==> config.mk <==
export PLATFORM = sky130hd
export DESIGN_NAME = bg_stats_sequencer
export DESIGN_NICKNAME = d
export VERILOG_FILES = /design/src/rtl/bg_stats_sequencer.sv
export SDC_FILE = /design/constraint.sdc
export NUM_CORES = 1
export LEC_CHECK = 0
export ABC_AREA = 0
export BUFFER_PORTS_ARGS = -buffer_cell sky130_fd_sc_hd__clkbuf_2
export CELL_PAD_IN_SITES_DETAIL_PLACEMENT = 1
export CELL_PAD_IN_SITES_GLOBAL_PLACEMENT = 1
export CORE_AREA = 2 2 539 541
export DETAILED_ROUTE_END_ITERATION = 10
export DIE_AREA = 0 0 541 543
export GPL_ROUTABILITY_DRIVEN = 0
export GPL_TIMING_DRIVEN = 0
export HOLD_SLACK_MARGIN = 0.15
export PLACE_DENSITY = 0.39
export SLEW_MARGIN = 20
export SYNTH_ARGS = -nofsm -noshare
export SYNTH_HDL_FRONTEND = slang
export SYNTH_SLANG_ARGS = --single-unit
==> constraint.sdc <==
create_clock -name clk -period 1.8 [get_ports clk]
set_input_delay 0 -clock clk [delete_from_list [all_inputs] [get_ports clk]]
set_output_delay 0 -clock clk [all_outputs]
set_load 0.01 [all_outputs]
==> src/rtl/bg_stats_sequencer.sv <==
`default_nettype none
// ============================================================================
// bg_stats_sequencer: walks every pixel of every training frame, doing a
// read-modify-write of its statistics record through one memory port.
// Optional read watchdog: BG_SEQ_TIMEOUT_EN.   Revision: 1.0
// ============================================================================
module bg_stats_sequencer #(
  parameter int WIDTH       = 4,
  parameter int HEIGHT      = 4,
  parameter int NUM_FRAMES  = 3,
  parameter int ADDR_WIDTH  = 32,
  parameter int DATA_WIDTH  = 336,
  parameter int STRIDE      = 1,
  parameter logic [ADDR_WIDTH-1:0] SUM_BASE    = 32'h0000_0000,
  parameter logic [ADDR_WIDTH-1:0] RESULT_BASE = 32'h0010_0000,
  parameter int TIMEOUT     = 255
) (
  input  logic                            clk,
  input  logic                            rst,
  input  logic                            start,
  output logic                            busy,
  output logic                            done,
  output logic [$clog2(NUM_FRAMES):0]     frame_idx,
  output logic [$clog2(WIDTH*HEIGHT):0]   pixel_idx,
  output logic                            mem_cmd_valid,
  input  logic                            mem_cmd_ready,
  output logic                            mem_cmd_write,
  output logic [ADDR_WIDTH-1:0]           mem_cmd_addr,
  output logic [DATA_WIDTH-1:0]           mem_wdata,
  input  logic                            mem_rdata_valid,
  input  logic [DATA_WIDTH-1:0]           mem_rdata,
  output logic                            upd_valid,
  output logic [DATA_WIDTH-1:0]           upd_data,
  output logic                            upd_final,
  input  logic                            res_valid,
  input  logic [DATA_WIDTH-1:0]           res_data,
  output logic                            timeout_err
);

  localparam int NUM_PIX = WIDTH * HEIGHT;
  localparam int FW      = $clog2(NUM_FRAMES) + 1;
  localparam int PW      = $clog2(NUM_PIX) + 1;

  typedef enum logic [2:0] {
    IDLE    = 3'd0,
    RD_CMD  = 3'd1,
    RD_WAIT = 3'd2,
    UPDATE  = 3'd3,
    WR_CMD  = 3'd4,
    NEXT    = 3'd5
  } state_t;

  state_t state;

`ifdef BG_SEQ_TIMEOUT_EN
  localparam int TW = $clog2(TIMEOUT + 1);
  logic [TW-1:0] wait_cnt;
`else
  localparam int unused_timeout = TIMEOUT;
  assign timeout_err = 1'b0;
`endif

  function automatic logic [ADDR_WIDTH-1:0] pix_addr(input logic [ADDR_WIDTH-1:0] base,
                                                     input logic [PW-1:0] idx);
    return base + ADDR_WIDTH'(idx) * ADDR_WIDTH'(STRIDE);
  endfunction

  always_ff @(posedge clk) begin
    if (rst) begin
      state         <= IDLE;
      busy          <= 1'b0;
      done          <= 1'b0;
      frame_idx     <= '0;
      pixel_idx     <= '0;
      mem_cmd_valid <= 1'b0;
      mem_cmd_write <= 1'b0;
      mem_cmd_addr  <= '0;
      mem_wdata     <= '0;
      upd_valid     <= 1'b0;
      upd_data      <= '0;
      upd_final     <= 1'b0;
`ifdef BG_SEQ_TIMEOUT_EN
      wait_cnt      <= '0;
      timeout_err   <= 1'b0;
`endif
    end else begin
      done <= 1'b0;
      case (state)
        IDLE: begin
          // A start coinciding with the done pulse is dropped
          if (start && !done) begin
            frame_idx <= '0;
            pixel_idx <= '0;
            busy      <= 1'b1;
            upd_valid <= 1'b1;
            upd_data  <= '0;
            upd_final <= (NUM_FRAMES == 1);
            state     <= UPDATE;
          end
        end
        RD_CMD: begin
          if (mem_cmd_ready) begin
            mem_cmd_valid <= 1'b0;
            state         <= RD_WAIT;
`ifdef BG_SEQ_TIMEOUT_EN
            wait_cnt      <= '0;
`endif
          end
        end
        RD_WAIT: begin
          if (mem_rdata_valid) begin
            upd_data  <= mem_rdata;
            upd_valid <= 1'b1;
            state     <= UPDATE;
          end
`ifdef BG_SEQ_TIMEOUT_EN
          else if (wait_cnt == TW'(TIMEOUT - 1)) begin
            timeout_err <= 1'b1;
            upd_data    <= '0;
            upd_valid   <= 1'b1;
            state       <= UPDATE;
          end else begin
            wait_cnt <= wait_cnt + TW'(1);
          end
`endif
        end
        UPDATE: begin
          if (res_valid) begin
            mem_wdata     <= res_data;
            upd_valid     <= 1'b0;
            mem_cmd_valid <= 1'b1;
            mem_cmd_write <= 1'b1;
            mem_cmd_addr  <= pix_addr(upd_final ? RESULT_BASE : SUM_BASE, pixel_idx);
            state         <= WR_CMD;
          end
        end
        WR_CMD: begin
          if (mem_cmd_ready) begin
            mem_cmd_valid <= 1'b0;
            mem_cmd_write <= 1'b0;
            state         <= NEXT;
          end
        end
        NEXT: begin
          if (pixel_idx != PW'(NUM_PIX - 1)) begin
            pixel_idx <= pixel_idx + PW'(1);
            if (frame_idx == '0) begin
              upd_valid <= 1'b1;
              upd_data  <= '0;
              state     <= UPDATE;
            end else begin
              mem_cmd_valid <= 1'b1;
              mem_cmd_write <= 1'b0;
              mem_cmd_addr  <= pix_addr(SUM_BASE, pixel_idx + PW'(1));
              state         <= RD_CMD;
            end
          end else if (frame_idx != FW'(NUM_FRAMES - 1)) begin
            pixel_idx     <= '0;
            frame_idx     <= frame_idx + FW'(1);
            upd_final     <= ((frame_idx + FW'(1)) == FW'(NUM_FRAMES - 1));
            mem_cmd_valid <= 1'b1;
            mem_cmd_write <= 1'b0;
            mem_cmd_addr  <= pix_addr(SUM_BASE, '0);
            state         <= RD_CMD;
          end else begin
            done  <= 1'b1;
            busy  <= 1'b0;
            state <= IDLE;
          end
        end
        default: state <= IDLE;
      endcase
    end
  end

endmodule
`default_nettype wire

==> metrics.yaml, run 1 <==
run_status:
  outcome: "finished with violations"
  failed_checks: "negative setup slack"
route:
  avgViaCountPerCell: 3.415
  met1_length_um: 98890
  drc: 0
  ant_nets: 0
  drtPass1Iterations: 5
  avgRoutedWirePerCell_um: 22.85
  drtIter0Drc: 1542
  num_vias: 33752
  topRoutingLayerUsed: "met5"
  drt_wl_total_um: 225800
  met2_length_um: 99530
  wl_met3_um: 19670
grt:
  gr-total-overflow: 0
  grt_antenna_before_repair: 62
  grt_first_pass_wirelength_um: 302200
  grt_max_degree: 16
  grt_pass1_vias: 36200
  grtUsageTotal_pct: 14.76
timing:
  hold_viol: 0
  max-slew-margin-rel_pct: 39.14
  clock_skew_ns: 0.06473
  rsz0062_at_grt: "yes"
  setup_viol: 290
  fmax_mhz: 511.1
  tightest_slew_ns: 0.9129
  drv_slew: 0
  min_period_ns: 1.956
  period_share_pct: 108.7
  setup_ws_ns: -0.1564
logic_synthesis:
  synth_edf_count: 0
  synthArstFlopShare_pct: 0
  syn_inst: 3099
  synth-seq-cells: 695
  syn_area_um2: 26130
  synthDistinctLibCells: 48
  syn_area_per_cell_um2: 8.432
  yosysSeqAreaShare_pct: 53.24
  ys_warn_count: 0
  synth_flop_cell: "dfxtp_1"
critical_path:
  arrival_ns: 2.69
  cp_top_family: "buffers and inverters"
  critPathLaunchType: "register"
  endpoint_kind: "register"
  critPathSlowestCell: "dfxtp_4"
  path_class: "register to register"
  critical_path.cell_chain: "inv_4 -> ha_4 -> nor2b_4 -> a31oi_4 -> a31oi_4 -> buf_4 -> buf_12 -> buf_16 -> buf_12 -> mux2i_1"
  max_stage_delay_ns: 0.35
  critPathBufInv: 5
  cp_max_fo: 10
  worst_ep_required_time_ns: 2.54
die:
  dieWidth_um: 541
  start_util_pct: 9.092
  die_area_um2: 293800
  ios: 1397
  core-area_um2: 287400
  fp.dieH_um: 543
  placementRows: 197
flow_run:
  drv_cap: 0
final_layout:
  layout-drive-gt1-share_pct: 29.80
  nets: 6688
  areaGrowthSynthToFinish_pct: 117.5
  fin_area_um2: 56820
pwr:
  finalPower_mw: 63.00
  p_leak_nw: 23.96
  power_density_nw_per_um2: 1109
  peakVddDrop_v: 0.0007580
clock_tree:
  tritoncts: "yes"
  cts_buffers: 100
  clk_latency_ns: 0.83
  clock_path_buffers: 4
  htree_levels: 3
  cts_sinks: 695
  clk_pin_slew_ns: 0.06
  clockRootBuffer: "clkbuf_16"
min_path:
  hold_path_class: "input port to register"
placement:
  port_buffers: 1369
  hpwl_um: 186900
  place_area_um2: 37930
-- Yosys cell counts (2+ instances only) --
cell type | count | area share [%]
or3_1 | 3 | 0.072
buf_6 | 3 | 0.13
nand2_1 | 1359 | 20
mux2_2 | 3 | 0.13
buf_1 | 10 | 0.14
a41oi_1 | 2 | 0.067
o21ai_0 | 8 | 0.15
nand4_1 | 2 | 0.048
a31oi_2 | 2 | 0.096
buf_4 | 60 | 1.7
xnor2_1 | 2 | 0.067
a211oi_1 | 2 | 0.057
mux2i_1 | 338 | 13
ha_1 | 5 | 0.24
a31oi_1 | 2 | 0.048
a31o_2 | 2 | 0.067
a22o_1 | 2 | 0.067
nor2b_1 | 7 | 0.17
nand2b_1 | 5 | 0.12
nor3_1 | 7 | 0.13
nand3_1 | 10 | 0.19
buf_2 | 55 | 1.1
clkbuf_1 | 132 | 1.9
o22ai_1 | 2 | 0.048
inv_1 | 4 | 0.057
dfxtp_1 | 695 | 53
nor2_1 | 6 | 0.086
a21oi_1 | 349 | 6.7
o211ai_1 | 3 | 0.086
-- routing by layer --
layer  global-route usage, %  vias to the layer above
met5                       0                        -
met4                   4.982                       16
met3                   5.253                      284
met2                   23.37                     1300
met1                   18.41                    16313
li1                        -                    15839
-- registers in the layout, summed over array words and instances (netlist names) --
register / flops
mem_cmd_write: 1
mem_cmd_valid: 1
state: 3
done: 1
upd_valid: 1
pixel_idx: 5
busy: 1
mem_wdata: 336
mem_cmd_addr: 6
upd_final: 1
frame_idx: 3
upd_data: 336
-- cells by family (layout without fill, tap and decap cells) --
group | after synthesis | count (layout) | share of synthesized area, %
and+or+nand+nor | 1409 | 1409 | 20.68
DFF | 695 | 695 | 53.24
AOI/OAI and AO/OA | 381 | 381 | 7.651
muxes | 341 | 341 | 13.08
buffers and inverters | 265 | 3211 | 5.023
adders and majority gates | 5 | 5 | 0.2394
xor gates and xnor gates | 2 | 2 | 0.06705
other | 1 | 59 | 0.01435
-- final cells by class --
cell class,count,area (um2)
timing repair buffer,2782,21400
buffer,257,2231
fill,34297,230600
clock buffer,143,2884
multi-input combinational,2165,11200
sequential,695,13940
antenna,32,80.08
inverter,4,20.02
tap,3781,4731
clock inverter,25,339.1
-- worst reg2reg max path: stages, from the launching register on --
cell,delay (ns)
dfxtp_4,0.35
inv_4,0.06
ha_4,0.11
nor2b_4,0.17
a31oi_4,0.12
a31oi_4,0.17
buf_4,0.15
buf_12,0.13
buf_16,0.19
buf_12,0.27
mux2i_1,0.21
-- worst paths after layout --
kind                        from             end  slack [ns]  cells past startpoint
hold reg to reg   mem_wdata[210]  mem_wdata[210]        0.45                      2
hold / removal      res_data[54]   mem_wdata[54]        0.17                      4
setup / recovery    frame_idx[1]   upd_data[163]       -0.16                     10
setup reg to reg    frame_idx[1]   upd_data[163]       -0.16                     10
-- layout by cell type, fill, tap and decap left out, types with 7 or more instances in the layout --
cell type,synthesis,layout
a21oi_1,349,347
buf_12,0,46
buf_16,0,20
buf_2,55,19
buf_4,60,69
buf_6,3,17
buf_8,0,8
clkbuf_1,132,104
clkbuf_16,0,108
clkbuf_2,1,1391
clkbuf_4,0,19
clkbuf_8,0,29
clkinv_2,0,10
conb_1,1,27
dfxtp_1,695,686
diode_2,0,32
dlygate4sd3_1,0,1351
mux2i_1,338,334
nand2_1,1359,1339
nand2_2,0,18
nand3_1,10,10
o21ai_0,8,7
-- report_power, final --
group	total [mW]	switching, mW	internal, mW
registers	18.1	1.08	17.1
logic	24.7	12.8	11.9
clock network	20.1	8.33	11.8
-- per-stage QoR --
stage               instances  setup TNS [ns]  hold slack, ns  setup slack (ns)  util, %
finish                   9884          -18.62          0.1665           -0.1564    19.77
global route             9871          -47.37          0.1626           -0.2333    19.76
CTS                      9851          -25.61          0.1876           -0.1512    19.71
detailed placement       8279         -614.50          0.2295            -1.656    13.20
global placement         8275        -1052.58          0.2285            -2.770    13.16
floorplan                3125               0          0.1360           0.03331        -
-- what timing repair did --
item	4_1_cts	5_1_grt
cloned	16	4
setup endpoints to repair	691	569
hold endpoints to repair	683	0
resized for setup	320	60
hold buffers	1351	0
pin swaps	4	4
buffers inserted	38	7
No activity file was read; power rests on OpenSTA's default activity.
==> inputs of run 2 (changes only) <==
Settings changed: GPL_TIMING_DRIVEN 0 to not set.
==> metrics.yaml, run 2 (synthesis results as in run 1) <==
pwr:
  finalPower_mw: 65.68  # +4.3%
  power_density_nw_per_um2: 1133  # +2.2%
  p_leak_nw: 24.49  # +2.2%
  peakVddDrop_v: 0.0008186  # +8.0%
clock_tree:
  clk_latency_ns: 0.80  # -0.03 ns
  cts_sinks: 695  # unchanged
  htree_levels: 3  # unchanged
  clk_pin_slew_ns: 0.07  # about the same
  clock_path_buffers: 4  # unchanged
  clockRootBuffer: "clkbuf_16"
  cts_buffers: 101  # +1.0%
  tritoncts: "yes"
grt:
  grtUsageTotal_pct: 13.94  # -0.81 points
  grt_pass1_vias: 35340  # -2.4%
  grt_max_degree: 103  # +87
  grt_antenna_before_repair: 102  # +65%
  grt_first_pass_wirelength_um: 288200  # -4.6%
  gr-total-overflow: 0  # unchanged
die:
  ios: 1397  # unchanged
  fp.dieH_um: 543  # unchanged
  core-area_um2: 287400  # unchanged
  die_area_um2: 293800  # unchanged
  start_util_pct: 9.092  # unchanged
  placementRows: 197  # unchanged
  dieWidth_um: 541  # unchanged
critical_path:
  endpoint_kind: "register"
  critPathSlowestCell: "dfxtp_2"
  path_class: "register to register"
  crit_end: "upd_data[44]"
  crit_start: "frame_idx[0]"
  worst_ep_required_time_ns: 2.51  # -0.03 ns
  arrival_ns: 2.74  # +0.05 ns
  crit_top_cell: "buf_12"
  crit_cells: 11  # +1
  timing.reg2reg.setup_slack_ns: -0.22  # -0.07 ns
  rr_startpoint: "frame_idx[0]"
  timing.rr.end: "upd_data[44]"
  cp_max_fo: 7  # -3
  worstRegToRegCells: 11  # +1
  max_stage_delay_ns: 0.33  # -0.02 ns
  cp_top_family: "buffers and inverters"
  critPathLaunchType: "register"
  critical_path.cell_chain: "inv_2 -> ha_4 -> nor2b_4 -> a31oi_4 -> a31oi_4 -> buf_12 -> buf_12 -> buf_16 -> buf_12 -> buf_12 -> mux2i_1"
  critPathBufInv: 6  # +1
final_layout:
  stdcell_count: 9860  # -0.24%
  n_fill_cell: 34032  # -0.77%
  top_regs: "mem_wdata (336), upd_data (336), mem_cmd_addr (6)"
  final_util_pct: 20.17  # +0.40 points
  layout-drive-gt1-share_pct: 30.94  # +1.1 points
  areaGrowthSynthToFinish_pct: 121.8
  layout_common_cells: "1368 x clkbuf_2, 1350 x nand2_1, 1345 x dlygate4sd3_1, 688 x dfxtp_1, 345 x a21oi_1"
  nets: 6653  # -0.52%
  fin_area_um2: 57970  # +2.0%
  mostFrequentLayoutCell: "clkbuf_2"
route:
  drtIter0Drc: 1485  # -3.7%
  ant_nets: 0  # unchanged
  drtPass1Iterations: 5  # unchanged
  drc: 0  # unchanged
  avgViaCountPerCell: 3.417  # about the same
  num_vias: 33688  # -0.19%
  avgRoutedWirePerCell_um: 22.57  # -1.2%
  drt_wl_total_um: 222500  # -1.5%
timing:
  clock_skew_ns: 0.02644  # -0.03829 ns
  drv_slew: 0  # unchanged
  max-slew-margin-rel_pct: 45.38  # +6.2 points
  tightest_slew_ns: 0.8194  # -0.09358 ns
  hold_viol: 0  # unchanged
  period_share_pct: 112.3  # +3.6 points
  setup_viol: 361  # +24%
  fmax_mhz: 494.6  # -3.2%
  min_period_ns: 2.022  # +0.06556 ns
  rsz0062_at_grt: "yes"
  tns_ns: -43.47  # -24.85 ns
  setup_ws_ns: -0.2220  # -0.06556 ns
run_status:
  failed_checks: "negative setup slack"
  outcome: "finished with violations"
placement:
  place_area_um2: 38490  # +1.5%
  hpwl_um: 168800  # -9.7%
  dp.cells: 8190  # -1.1%
  port_buffers: 1369  # unchanged
flow_run:
  drv_cap: 0  # unchanged
min_path:
  whs_path_depth: 4  # unchanged
  hold_path_class: "input port to register"
## run 2: changes by cell type in the layout (fill, tap and decap cells not counted), moves of 23 or more
cell	change
clkbuf_2	-23
clkbuf_1	-87
buf_4	+51
buf_12	+30
clkbuf_16	+24
## run 2: timing repair
| item | 4_1_cts | 5_1_grt |
|---|---|---|
| endpoints found under the hold margin | 695 | 1 |
| hold buffers | 1345 | 1 |
| setup buffers | 24 | 55 |
| cloned | 15 | 34 |
| pin swaps | 3 | 11 |
| gates resized for setup | 60 | 119 |
| setup endpoints to repair | 506 | 584 |
## run 2: metrics by stage
step	hold slack [ns]	setup slack, ns
after floorplan	0.1360	0.03331
after global placement	0.2242	-0.4008
after detailed placement	0.2311	-0.3963
after CTS	0.1522	-0.2614
after global routing	0.1962	-0.3146
final	0.1969	-0.2220
## run 2: per-layer routing
layer / vias to the layer above / track usage (%) / routed length (um)
li1: 15797 / - / -
met2: 1305 / 21.92 / 97570
met1: 16180 / 17.14 / 96740
met4: 68 / 4.505 / 7189
met3: 338 / 5.718 / 20600
met5: - / 0 / 414
## run 2: power by group
| group | total [mW] | internal [mW] | switching, mW | leakage [nW] |
|---|---|---|---|---|
| clock network | 20.6 | 12.3 | 8.34 | 1.63 |
| logic | 26.9 | 13.7 | 13.2 | 17.2 |
| registers | 18.2 | 17.1 | 1.12 | 5.62 |
| total | 65.7 | 43.0 | 22.7 | 24.5 |
## run 2: worst min path at each step
stage	startpoint	endpoint
floorplan	res_data[0]	mem_wdata[0]
global placement	res_data[312]	mem_wdata[312]
detailed placement	res_data[161]	mem_wdata[161]
CTS	mem_rdata[122]	upd_data[122]
global route	mem_rdata[122]	upd_data[122]
finish	mem_rdata[122]	upd_data[122]
## run 2: area by class of cell
type	instances	area, um2	share of cell area (%)
Sequential cell	695	13920	24.02
Tap cell	3781	4731	8.161
Clock inverter	35	394.1	0.6799
Timing Repair Buffer	3003	24650	42.53
Inverter	4	25.02	0.04317
Antenna cell	36	90.09	0.1554
Clock buffer	141	2930	5.055
Multi-Input combinational cell	2165	11220	19.36
## run 2: tightest hold or removal path, cell delays in order
cell           delay [ns]
dlygate4sd3_1        0.62
clkbuf_2             0.14
nand2_1              0.11
mux2i_1              0.08
